## config.mk

```make
export PLATFORM = sky130hd
export DESIGN_NAME = mem_port_arbiter
export DESIGN_NICKNAME = d
export VERILOG_FILES = /design/src/rtl/mem_port_arbiter.sv
export SDC_FILE = /design/constraint.sdc
export NUM_CORES = 1
export LEC_CHECK = 0
export BUFFER_PORTS_ARGS = -buffer_cell sky130_fd_sc_hd__buf_2
export CAP_MARGIN = 20
export CORE_MARGIN = 3
export CORE_UTILIZATION = 50
export DETAILED_ROUTE_END_ITERATION = 10
export PLACE_DENSITY_LB_ADDON = 0.12
export SLEW_MARGIN = 15
export SYNTH_ARGS = -nofsm -noshare
export SYNTH_HDL_FRONTEND = slang
export SYNTH_SLANG_ARGS = --single-unit
export TNS_END_PERCENT = 10
```

## constraint.sdc

```tcl
create_clock -name clk -period 4.4 [get_ports clk]
set_input_delay 0.22 -clock clk [delete_from_list [all_inputs] [get_ports clk]]
set_output_delay 0.22 -clock clk [all_outputs]
set_load 0.02 [all_outputs]
```

## src/rtl/mem_port_arbiter.sv

```systemverilog
// Round-robin arbiter and access sequencer sharing one single-ported AW x DW array among NREQ requesters.
// Optional grant lock (back-to-back transactions for one requester) enabled by defining MEM_PORT_ARB_LOCK_EN.
module mem_port_arbiter #(
    parameter int NREQ = 4,
    parameter int AW   = 7,
    parameter int DW   = 8
) (
    input  logic                 clk,
    input  logic                 rstb,
    input  logic [NREQ-1:0]      req,
    input  logic [NREQ-1:0]      we,
    input  logic [NREQ*AW-1:0]   addr,
    input  logic [NREQ*DW-1:0]   wdata,
    input  logic [NREQ-1:0]      lock,
    output logic [NREQ-1:0]      gnt,
    output logic [NREQ-1:0]      ack,
    output logic [DW-1:0]        rdata,
    output logic                 busy,
    output logic                 mem_en,
    output logic                 mem_we,
    output logic [AW-1:0]        mem_addr,
    output logic [DW-1:0]        mem_wdata,
    input  logic [DW-1:0]        mem_rdata
);

    localparam int              SW       = $clog2(NREQ);
    localparam logic [SW:0]     NREQ_W   = (SW+1)'(NREQ);
    localparam logic [SW-1:0]   LAST_RST = SW'(NREQ - 1);

    typedef enum logic [1:0] {IDLE, ISSUE, RESP, ACK} state_t;

    state_t          state, state_n;
    logic [SW-1:0]   sel, sel_n;
    logic [SW-1:0]   last, last_n;
    logic            op_we, op_we_n;
    logic [NREQ-1:0] gnt_n, ack_n;
    logic [DW-1:0]   rdata_n;
    logic            mem_en_n, mem_we_n;
    logic [AW-1:0]   mem_addr_n;
    logic [DW-1:0]   mem_wdata_n;

    logic [AW-1:0]   addr_a  [NREQ];
    logic [DW-1:0]   wdata_a [NREQ];
    logic [NREQ-1:0] lock_eff;

    for (genvar k = 0; k < NREQ; k++) begin : g_unpack
        assign addr_a[k]  = addr[k*AW +: AW];
        assign wdata_a[k] = wdata[k*DW +: DW];
    end

`ifdef MEM_PORT_ARB_LOCK_EN
    assign lock_eff = lock;
`else
    logic lock_unused;
    assign lock_unused = ^lock;
    assign lock_eff    = '0;
`endif

    // Rotating priority search: last+1, last+2, ... wrapping modulo NREQ.
    logic            found;
    logic [SW-1:0]   pick;
    logic [SW:0]     cand;

    always_comb begin
        found = 1'b0;
        pick  = last;
        cand  = '0;
        for (int i = 1; i <= NREQ; i++) begin
            cand = {1'b0, last} + (SW+1)'(i);
            if (cand >= NREQ_W) cand = cand - NREQ_W;
            if (!found && req[cand[SW-1:0]]) begin
                found = 1'b1;
                pick  = cand[SW-1:0];
            end
        end
    end

    logic            ld;
    logic [SW-1:0]   ld_idx;

    always_comb begin
        state_n     = state;
        sel_n       = sel;
        last_n      = last;
        op_we_n     = op_we;
        gnt_n       = gnt;
        ack_n       = '0;
        rdata_n     = rdata;
        mem_en_n    = 1'b0;
        mem_we_n    = 1'b0;
        mem_addr_n  = mem_addr;
        mem_wdata_n = mem_wdata;
        ld          = 1'b0;
        ld_idx      = sel;

        case (state)
            IDLE: begin
                if (found) begin
                    state_n     = ISSUE;
                    sel_n       = pick;
                    last_n      = pick;
                    gnt_n       = '0;
                    gnt_n[pick] = 1'b1;
                    ld          = 1'b1;
                    ld_idx      = pick;
                end
            end
            ISSUE: state_n = RESP;
            RESP: begin
                state_n    = ACK;
                ack_n[sel] = 1'b1;
                if (!op_we) rdata_n = mem_rdata;
            end
            ACK: begin
                // A locked requester keeps the port; the pointer stays put.
                if (req[sel] && lock_eff[sel]) begin
                    state_n = ISSUE;
                    ld      = 1'b1;
                    ld_idx  = sel;
                end else begin
                    state_n = IDLE;
                    gnt_n   = '0;
                end
            end
            default: state_n = IDLE;
        endcase

        if (ld) begin
            mem_en_n    = 1'b1;
            mem_we_n    = we[ld_idx];
            op_we_n     = we[ld_idx];
            mem_addr_n  = addr_a[ld_idx];
            mem_wdata_n = wdata_a[ld_idx];
        end
    end

    always_ff @(posedge clk or negedge rstb) begin
        if (!rstb) begin
            state     <= IDLE;
            sel       <= '0;
            last      <= LAST_RST;
            op_we     <= 1'b0;
            gnt       <= '0;
            ack       <= '0;
            rdata     <= '0;
            busy      <= 1'b0;
            mem_en    <= 1'b0;
            mem_we    <= 1'b0;
            mem_addr  <= '0;
            mem_wdata <= '0;
        end else begin
            state     <= state_n;
            sel       <= sel_n;
            last      <= last_n;
            op_we     <= op_we_n;
            gnt       <= gnt_n;
            ack       <= ack_n;
            rdata     <= rdata_n;
            busy      <= (state_n != IDLE);
            mem_en    <= mem_en_n;
            mem_we    <= mem_we_n;
            mem_addr  <= mem_addr_n;
            mem_wdata <= mem_wdata_n;
        end
    end

endmodule

```

Word level (Yosys, flattened, before mapping)
Index checks and enable logic that the tools add are counted.
- bitwise operators: 2
- order comparisons: 14
- eq/ne operators: 5
- mux-type cells: 50
- reductions and logical operators: 15
- add/sub/neg operators: 8
- operators by type and width (cell ; count):
    $mux 2 ; 11
    $lt 2x3->1 const B ; 7
    $mux 1 ; 18
    $bmux 8 s2 ; 1
    $mux 8 ; 2
    $ge 3x3->1 const B ; 5
    $bmux 1 s2 ; 7
    $bmux 7 s2 ; 1
    $mux 7 ; 2
    $mux 4 ; 3
    $pmux 2 s4 ; 1
    $pmux 4 s2 ; 1
    $sub 2x1->2 const B ; 4
    $add 2x2->3 const B ; 2
    $logic_and 1x1->1 ; 6
    $demux 1 s2 ; 2
    $eq 2x2->1 const B ; 2
    $ge 2x1->1 const B ; 2
    $ne 2x2->1 const B ; 2
    $reduce_and 2->1 ; 2
    $reduce_bool 2->1 ; 2
    $add 2x1->3 const B ; 1
    $add 2x3->3 const B ; 1
    $logic_not 1->1 ; 3
    6 further kinds ; 6
- word-level logic and storage cells: 106
- output and inout bits: 34
- input bits: 82
- bits in registers: 41

Depth between registers and ports, before layout
Gate-level depths: netlist of run 1.
- word-level depth: 21
- gate-level depth with buffers: 9
- mapped depth without buffers: 6

Least setup slack after synthesis of run 1
Ideal clock, no wire load.
- path kind: register to register
- start: register last[0]
- end: register op_we
- path buffers: 1
- arrival time: 1.649 ns
- cell stages (with the launch flop): 7
- setup slack: 2.619 ns
- path through: dfstp_2 nor2b_1 o21a_4 nor3_4 buf_6 mux2i_1 o221ai_2
- longest elaborated chain between the ends: 19
- elaborated cells on any way between the ends: 44
- ends and longest elaborated chain (what ; RTL line ; source):
    start: declaration ; 34 ; logic [SW-1:0] last, last_n;
    start signal: assignment ; 154 ; last <= last_n;
    $add 2x1->3 ; 69 ; cand = {1'b0, last} + (SW+1)'(i);
    $ge 3x3->1 or $sub 2x1->2 (tied branches) ; 70 ; if (cand >= NREQ_W) cand = cand - NREQ_W;
    $mux 2 ; 70 ;
    $bmux 1 s2 ; 71 ; if (!found && req[cand[SW-1:0]]) begin
    $mux 1 (not written as such) ; 71 ;
    $mux 1 ; 71 ;
    $logic_not 1->1 ; 71 ;
    $logic_and 1x1->1 ; 71 ;
    (+3 left out) ; -- ;
    $mux 1 ; 71 ;
    $logic_not 1->1 ; 71 ;
    $logic_and 1x1->1 ; 71 ;
    $mux 2 or $mux 1 (tied branches) ; 71 ;
    $mux 2 ; 98 ; if (found) begin
    $mux 2 ; -- ;
    $bmux 1 s2 ; 131 ; op_we_n = we[ld_idx];
    $mux 1 (not written as such) ; 131 ;
    end signal: assignment ; 155 ; op_we <= op_we_n;
    end: declaration ; 35 ; logic op_we, op_we_n;
Several ways; a longest one is shown, not always the timed one. The select of a mux whose other input is x is not followed.
A chain may end at the register's enable or synchronous reset.

Final worst setup path of run 1
- start: register last[0]
- end: register mem_we
- longest elaborated chain between the ends: 20
- elaborated cells on any way between the ends: 45
- ends and longest elaborated chain (what ; RTL line ; source):
    $add 2x1->3 ; 69 ;
    $ge 3x3->1 or $sub 2x1->2 (tied branches) ; 70 ;
    $mux 2 ; 70 ;
    $bmux 1 s2 ; 71 ;
    $mux 1 (not written as such) ; 71 ;
    $mux 1 ; 71 ;
    $logic_not 1->1 ; 71 ;
    $logic_and 1x1->1 ; 71 ;
    (+5 left out) ; -- ;
    $logic_and 1x1->1 ; 71 ;
    $mux 2 or $mux 1 (tied branches) ; 71 ;
    $mux 2 ; 98 ;
    $mux 2 ; -- ;
    $bmux 1 s2 ; 130 ; mem_we_n = we[ld_idx];
    $mux 1 (not written as such) ; 130 ;
    $mux 1 * ; 128 ; if (ld) begin
    named net mem_we_n ; 38 ; logic mem_en_n, mem_we_n;
    end signal: assignment ; 161 ; mem_we <= mem_we_n;
    end: declaration ; 20 ; output logic mem_we,
The timed path passes the listed nets; every way through them passes the cells marked *. The select of a mux whose other input is x is not followed.

==> results.md, run 1 <==
- The pre-antenna-repair detailed-routing pass consisted of 4 iterations.
- VDD sags by at most 0.3067 mV.
- The final weighted congestion in routability-driven placement is 0.7389.
- The data arrival time of the critical path is 2.59 ns.
- OpenSTA, run right after detailed placement, puts the worst setup slack at 1.921 ns.
- The slowest stage of the critical path belongs to the cell dfstp_2.
- In this design, the largest share of critical-path delay is due to simple AND/OR/NAND/NOR gates.
- The CTS tree is yes.
- After detailed routing, the number of vias per cell comes to 5.732.
- The count of different cell masters after synthesis is 40.
- Summed over all failing endpoints, the final setup total negative slack is 0 ns.
- The number of DRC markers in iteration 0 is 124.
- The mean instance size in the synthesized netlist is 11.04 um^2.
- After layout, the worst path uses 54.93% of the clock period.
- Across the run, the number of max-cap violations was 0.
- The worst relative slew slack is 29.41%.
- The count of flip-flops with a built-in enable after synthesis is 0.
- CTS built an H-tree with a depth of 2.
- The initial antenna violation count is 0.
- After Yosys synthesis, and, or, nand and nor cells account for 14.39% of the synthesized area.
- The number of buffers inserted by hold repair at cts is 0.
- Once placement completed, the tool counted placed cells totaling 365.
- The total vias in the final route is 2138.
- 116 I/O pins were placed.
- The nature of the critical path startpoint is a flip-flop.
- In this run the horizontal extent of the chip is 75.53 um.
- The share of synthesized area spent on multiplexers is 10.77%.
- The clock passes through at most 2 buffers.
- The class of the worst hold path is input port to async pin.
- The final-report hold violation count is 0.
- The synthesized netlist devotes 25.16% of its cell area to compound gates.
- The buffering stage count on the worst path with inverters included is 1.
- At the worst endpoint, the required time is 4.57 ns.
- The via count of the first global-routing pass is 1957.
- On the final layout, the worst clock skew is 0.01233 ns.
- The number of max-slew violations in the final report is 0.
- The wire length of the first global-routing pass is 9.239 mm.
- The number of rows in the core area is 24.
- The worst setup path is of the flip-flop to flip-flop kind.
- The total die area is 0.005705 mm^2.
- For this design the ratio of total power to cell area is 723.0 mW/mm^2.
- Gates resized during post-CTS repair numbered 0.
- The repair_antennas step left the layout with diodes totalling 0.
- The signal on the critical path passes through nor2b_1 > o21a_4 > nor3_4 > buf_4 > mux2i_1 > o22ai_1.
- Setup repair after global routing left no endpoint under its margin.
- Once the floorplan was initialized, standard cells occupied 53.67% of the core.
- The number of sinks driven by the clock tree is 41.
- Measured on the finished design, the core utilization comes to 68.08%.
- Clock tree synthesis selected as its root buffer the cell clkbuf_8.
- The final worst-path setup slack is 1.983 ns.
- For this design the static power due to leakage is 1.560 nW.
- The all-layer global routing usage is 20.96%.
- In the routed design, unresolved DRC markers number 0.
- After detailed routing, the average wire length per cell comes to 15.79 um.
- In this run the remaining antenna-violating nets after routing total 0.
- Summing every instance area after synthesis gives 0.002417 mm^2.
- The number of nets in the synthesized netlist is 304.
- The growth of design area from synthesis to finish is 26.86%.
- The worst setup path is captured at a flip-flop.
- The insertion delay of the later-clocked pin in the worst-skew pair is 0.30 ns.
- The xor/xnor cell area share of the yosys netlist is 0%.
- The die is 75.53 um tall.
- The sequential cell area fraction in the yosys report is 42.55%.
- The total area inside the core boundary comes to 0.004504 mm^2.
- The number of buffers added by the clock tree synthesis step is 5.
- Input and output buffers added on the ports amount to 111.
- Synthesis inferred 41 register bits.
- The number of cells produced by synthesis is 219.
- The share of synthesized registers carrying an async set or reset is 100.0%.
- The flow ran to the end, and the final reports show no timing, DRC or antenna violations.
- The count of endpoints failing setup in the final report is 0.
- The achievable clock frequency is 413.8 MHz.
- The longest individual stage delay on the worst path is 0.56 ns.
- Among all flip-flop cells after synthesis, the most frequent one is dfrtp_1.
- The slew at the pin with the worst max-slew slack is 1.052 ns.
- The total length of routed wires is 5.889 mm.
- The count of placed standard cells in the final layout, fillers left out is 373.
- Of the total synthesized cell area, the portion taken by full adders, half adders and majority gates is 1.553%.
- Once the clock tree was built, the setup fixing pass inserted 0 buffers.
- The placed wire-length estimate after detailed placement is 4.359 mm.
- After layout, the minimum clock period comes to 2.417 ns.
- In the final design database the tool counted 405 nets.
- The clock slew at the register clock pins of the worst setup and hold paths is 0.09 ns.
- The layout cell share with drive strength beyond 1 is 47.98%.
- The total congestion overflow after global routing is 0.
- The pin count of the biggest net entering global routing is 42.
- Of all nets on the critical path, the largest fanout is 16.
- The count of yosys warnings during synthesis is 0.
- After synthesis, the largest family of logic cells by area is compound AO/OA/AOI/OAI gates.
==> logic make-up after synthesis <==
kind of cell / after synthesis
AOI/OAI and AO/OA: 66
muxes: 25
and+or+nand+nor: 62
DFF: 41
adders and majority gates: 3
buffers and inverters: 22
==> layer usage <==
layer	track usage (%)	vias up	share of wire, %
met3	4.090	6	6.6
met4	6.796	0	0.73
met1	29.20	1002	44
li1	-	1041	-
met5	0	-	0
met2	32.89	89	48
==> through the flow <==
step / area, um^2 / hold slack (ns) / total power, mW
after floorplan: 2417 / -0.07559 / 1.590
after global placement: 2929 / 0.3987 / 1.836
after detailed placement: 2929 / 0.4097 / 1.861
after CTS: 3067 / 0.08622 / 2.233
after global routing: 3067 / 0.1207 / 2.377
final: 3067 / 0.05479 / 2.217
==> cells in the mapped netlist, types with 2 or more instances <==
library cell	count	area [um^2]
o31ai_1	15	112.6
o211ai_2	15	187.7
o41ai_1	2	17.52
buf_2	9	45.04
nand2_1	25	93.84
inv_1	2	7.510
buf_6	5	56.30
dfrtp_1	39	975.9
nor2_1	8	30.03
mux2_2	8	90.09
a32o_1	2	20.02
a22o_1	4	35.03
o21ai_0	3	15.01
a21oi_1	2	10.01
a211o_1	15	131.4
nor2b_1	3	18.77
nand4_1	15	93.84
clkbuf_1	4	15.01
dfstp_2	2	52.55
ha_1	3	37.54
nand2b_1	3	18.77
mux2i_1	17	170.2
==> sequential cells by signal, summed over array words and instances (netlist names) <==
register / cells
mem_wdata: 8
rdata: 8
mem_addr: 7
ack: 4
gnt: 4
last: 2
sel: 2
state: 2
busy: 1
mem_en: 1
mem_we: 1
op_we: 1
==> worst reg2reg max path: cells and delay by family, from the launching register on <==
kind                   cells  cell delay (ns)
AND/OR/NAND/NOR            2             0.61
AO/OA/AOI/OAI              2             0.41
buffers and inverters      1             0.36
flip-flops                 1             0.56
multiplexers               1             0.35
==> layout by cell type, fill, tap and decap left out, types with 2 or more instances in the layout <==
cell type	Yosys	layout
a21oi_1	2	2
o41ai_1	2	2
o21ai_0	3	3
a211o_1	15	15
o31ai_1	15	15
inv_1	2	2
nor2b_1	3	3
dfstp_2	2	2
buf_4	1	2
nand2b_1	3	3
dfrtp_1	39	39
ha_1	3	3
nand4_1	15	15
nand2_1	25	25
mux2_2	8	8
a22o_1	4	4
buf_2	9	111
mux2i_1	17	17
bufinv_16	0	2
o211ai_2	15	15
a32o_1	2	2
clkbuf_8	0	5
nor2_1	8	8
==> path summary, 6_finish.rpt <==
| kind | end | slack (ns) | cells after the start | startpoint |
|---|---|---|---|---|
| setup / recovery | mem_we | 1.98 | 6 | last[0] |
| hold / removal | mem_addr[5] | 0.05 | 1 | rstb |
| setup reg to reg | mem_we | 1.98 | 6 | last[0] |
| hold reg to reg | mem_addr[6] | 0.49 | 2 | mem_addr[6] |
| max in group asynchronous | state[1] | 3.77 | 1 | rstb |
| min in group clk | rdata[3] | 0.15 | 2 | mem_rdata[3] |
==> area by class of cell <==
cell class,count,area (um^2)
fill,366,1438
multi-input combinational,156,1254
sequential,41,1028
timing repair buffer,113,570.5
clock buffer,5,68.82
clock inverter,3,68.82
tap,52,65.06
inverter,3,11.26
==> where the power goes <==
part	total (mW)	switching (mW)	internal [mW]
Combinational	1.19	0.726	0.466
Clock	0.372	0.143	0.229
Sequential	0.654	0.0954	0.559
Total	2.22	0.965	1.25
(Power assumes the default switching activity.)
==> inputs of run 2 (changes only) <==
Settings changed: CORE_UTILIZATION 50 to 47.
Clock period 4.4 ns to 2.4 ns, I/O delays scaled along.
==> results.md, run 2 (synthesized netlist as in run 1, its figures left out) <==
- The flow ran to the end, and the final reports show no timing, DRC or antenna violations.
- The total congestion overflow after global routing is 0 (unchanged).
- From synthesis to final layout, the design area changed by 30.23%.
- The die boundary height is 77.72 um (+2.9%).
- The setup slack on the worst flop-to-flop path is 0.37 ns (-1.62 ns).
- The residual DRC count is 0 (unchanged).
- The hold slack is 0.05786 ns (+0.003075 ns).
- The number of buffers added on ports is 111 (unchanged).
- The worst hold path passes through 2 cells.
- The achievable clock frequency is 491.5 MHz (+19%).
- The library cell used most frequently in the layout, excluding fill and tap cells, is buf_2.
- The post-placement setup slack was 0.3609 ns (-1.560 ns).
- The post-placement cell count was 387 (+6.0%).
- The class of the worst hold path is input port to flip-flop.
- In this run the critical register-to-register path is captured at mem_wdata[5].
- The count of placed standard cells in the final layout, fillers left out is 396 (+6.2%).
- The pin count of the biggest net entering global routing is 42 (unchanged).
- The routed wire length per instance was 15.01 um (-4.9%).
- The worst relative slew slack is 39.84% (+10 points).
- The number of inserted filler cells in the final layout is 407 (+11%).
- The count of cells resized by post-cts repair came to 0 (unchanged).
- The number of nets at the end of the flow is 413 (+2.0%).
- The largest voltage drop on the vdd net came to 0.5950 mV (+94%).
- The all-layer global routing usage is 20.81% (-0.15 points).
- The remaining number of nets flagged by the antenna check after routing is 0 (unchanged).
- The final total power is 4.111 mW (+85%).
- The number of vias per cell after detailed routing is 5.384 (-6.1%).
- The root buffer cell is clkbuf_8.
- The via count of the first global-routing pass is 2152 (+10%).
- The final weighted congestion in routability-driven placement is 0.7664 (+3.7%).
- The cell leakage power was 1.599 nW (+2.5%).
- The width of the chip is 77.72 um (+2.9%).
- The final cycle utilization of the critical path is 84.77% (+30 points).
- The total vias in the final route came to 2132 (-0.28%).
- The power density over the cells is 1306 mW/mm^2 (+81%).
- The initial antenna violation count is 0 (unchanged).
- Setup repair after global routing left no endpoint under its margin.
- The layout cell share with drive strength beyond 1 came to 48.94% (+0.96 points).
- The slowest library cell on the worst path is dfstp_2.
- The clock skew came to 0.009641 ns (-0.002694 ns).
- The CTS tree is yes.
- The launching element of the worst setup path is last[0].
- The insertion delay of the later-clocked pin in the worst-skew pair is 0.29 ns (about the same).
- The placeable core area is 0.004848 mm^2 (+7.6%).
- The slew at the pin with the worst max-slew slack is 0.9023 ns (-0.1494 ns).
- The number of buffers inserted by hold repair at cts is 1 (+1).
- The peak fanout along the critical path is 16 (unchanged).
- The total number of H-tree levels is 2 (unchanged).
- The number of DRC markers in iteration 0 came to 88 (-29%).
- The nature of the critical path startpoint is a flip-flop.
- The launching point of the worst reg2reg path is last[0].
- The number of I/O pins is 116 (unchanged).
- The final worst-path setup slack is 0.3656 ns (-1.617 ns).
- The final critical-path required period came to 2.034 ns (-0.3825 ns).
- The number of post-CTS setup repair buffers was 0 (unchanged).
- The number of max-slew violations in the final report is 0 (unchanged).
- The wire length of the first global-routing pass came to 10.27 mm (+11%).
- The number of cell instances on the worst register-to-register path is 6 (unchanged).
- The number of inserted diodes is 0 (unchanged).
- The number of buffers on the longest clock path came to 2 (unchanged).
- The number of iterations in the first detailed-routing pass is 4 (unchanged).
- The buffering stage count on the worst path with inverters included was 1 (unchanged).
- The clock slew at the register clock pins of the worst setup and hold paths is 0.08 ns (about the same).
- The kind of critical path is flip-flop to flip-flop.
- The starting density of the core was 49.86% (-3.8 points).
- Grouping stages by cell kind, the critical path spends the most delay in flip-flops.
- The longest individual stage delay on the worst path is 0.57 ns (about the same).
- The data required time of the critical path was 2.57 ns (-2.00 ns).
- The worst setup path is captured at a flip-flop.
- The count of endpoints failing setup in the final report came to 0 (unchanged).
- The number of buffers added by the clock tree synthesis step is 5 (unchanged).
- The placed wire-length estimate after detailed placement is 4.412 mm (+1.2%).
- The number of maximum-capacitance constraint violations came to 0 (unchanged).
- The number of sinks driven by the clock tree is 41 (unchanged).
- The capture point of the worst path is mem_wdata[5].
- The number of logic stages on the critical path including buffering came to 6 (unchanged).
- The total length of routed wires is 5.943 mm (+0.92%).
- The setup TNS after final layout is 0 ns (unchanged).
- Walking the worst path, the cells encountered are nor2b_1 > o21a_4 > nor3_4 > buf_4 > mux2i_1 > o211ai_2.
- The number of rows in the core area was 25 (+4.2%).
- The final-report hold violation count is 0 (unchanged).
- In the layout the commonest cells are 111 x buf_2, 39 x dfrtp_1, 25 x nand2_1.
- The total die area is 0.006040 mm^2 (+5.9%).
- The largest registers in the layout are mem_wdata x8, rdata x8, mem_addr x7.
- The data arrival time of the critical path is 2.20 ns (-0.39 ns).
[run 2: cell count changes in the layout (fill, tap and decap cells not counted)]
cell | before | now
buf_4 | 2 | 9
dlygate4sd3_1 | 0 | 1
[run 2: worst min path at each step]
| stage | start | end | slack, ns |
|---|---|---|---|
| global route | mem_rdata[3] | rdata[3] | 0.04 |
| detailed placement | rstb | gnt[3] | 0.30 |
| floorplan | rstb | ack[0] | -0.18 |
| global placement | rstb | gnt[3] | 0.30 |
| CTS | mem_rdata[0] | rdata[0] | 0.05 |
| finish | mem_rdata[0] | rdata[0] | 0.06 |
[run 2: area by class of cell]
cell class	instances	area (um^2)	share of cell area (%)
multi-input combinational	156	1254	39.83
sequential	41	1028	32.67
timing repair buffer	121	633.1	20.11
tap	67	83.83	2.663
clock buffer	5	68.82	2.186
clock inverter	3	68.82	2.186
inverter	3	11.26	0.3577
[run 2: report_power, final]
group          switching [mW]  internal, mW
Combinational            1.34         0.905
Clock                   0.250         0.419
Sequential              0.177          1.02
Total                    1.76          2.35
[run 2: stage by stage]
stage | utilization [%] | area, um^2
after CTS | 64.93 | 3148
after detailed placement | 61.88 | 3000
after global routing | 64.93 | 3148
after global placement | 61.88 | 3000
final | 64.93 | 3148
after floorplan | - | 2417
[run 2: metal layers]
metal / wire length [um] / global-route usage, %
met4: 14 / 3.559
met1: 2630 / 27.83
met2: 2880 / 34.08
met5: 0 / 0
met3: 419 / 5.800
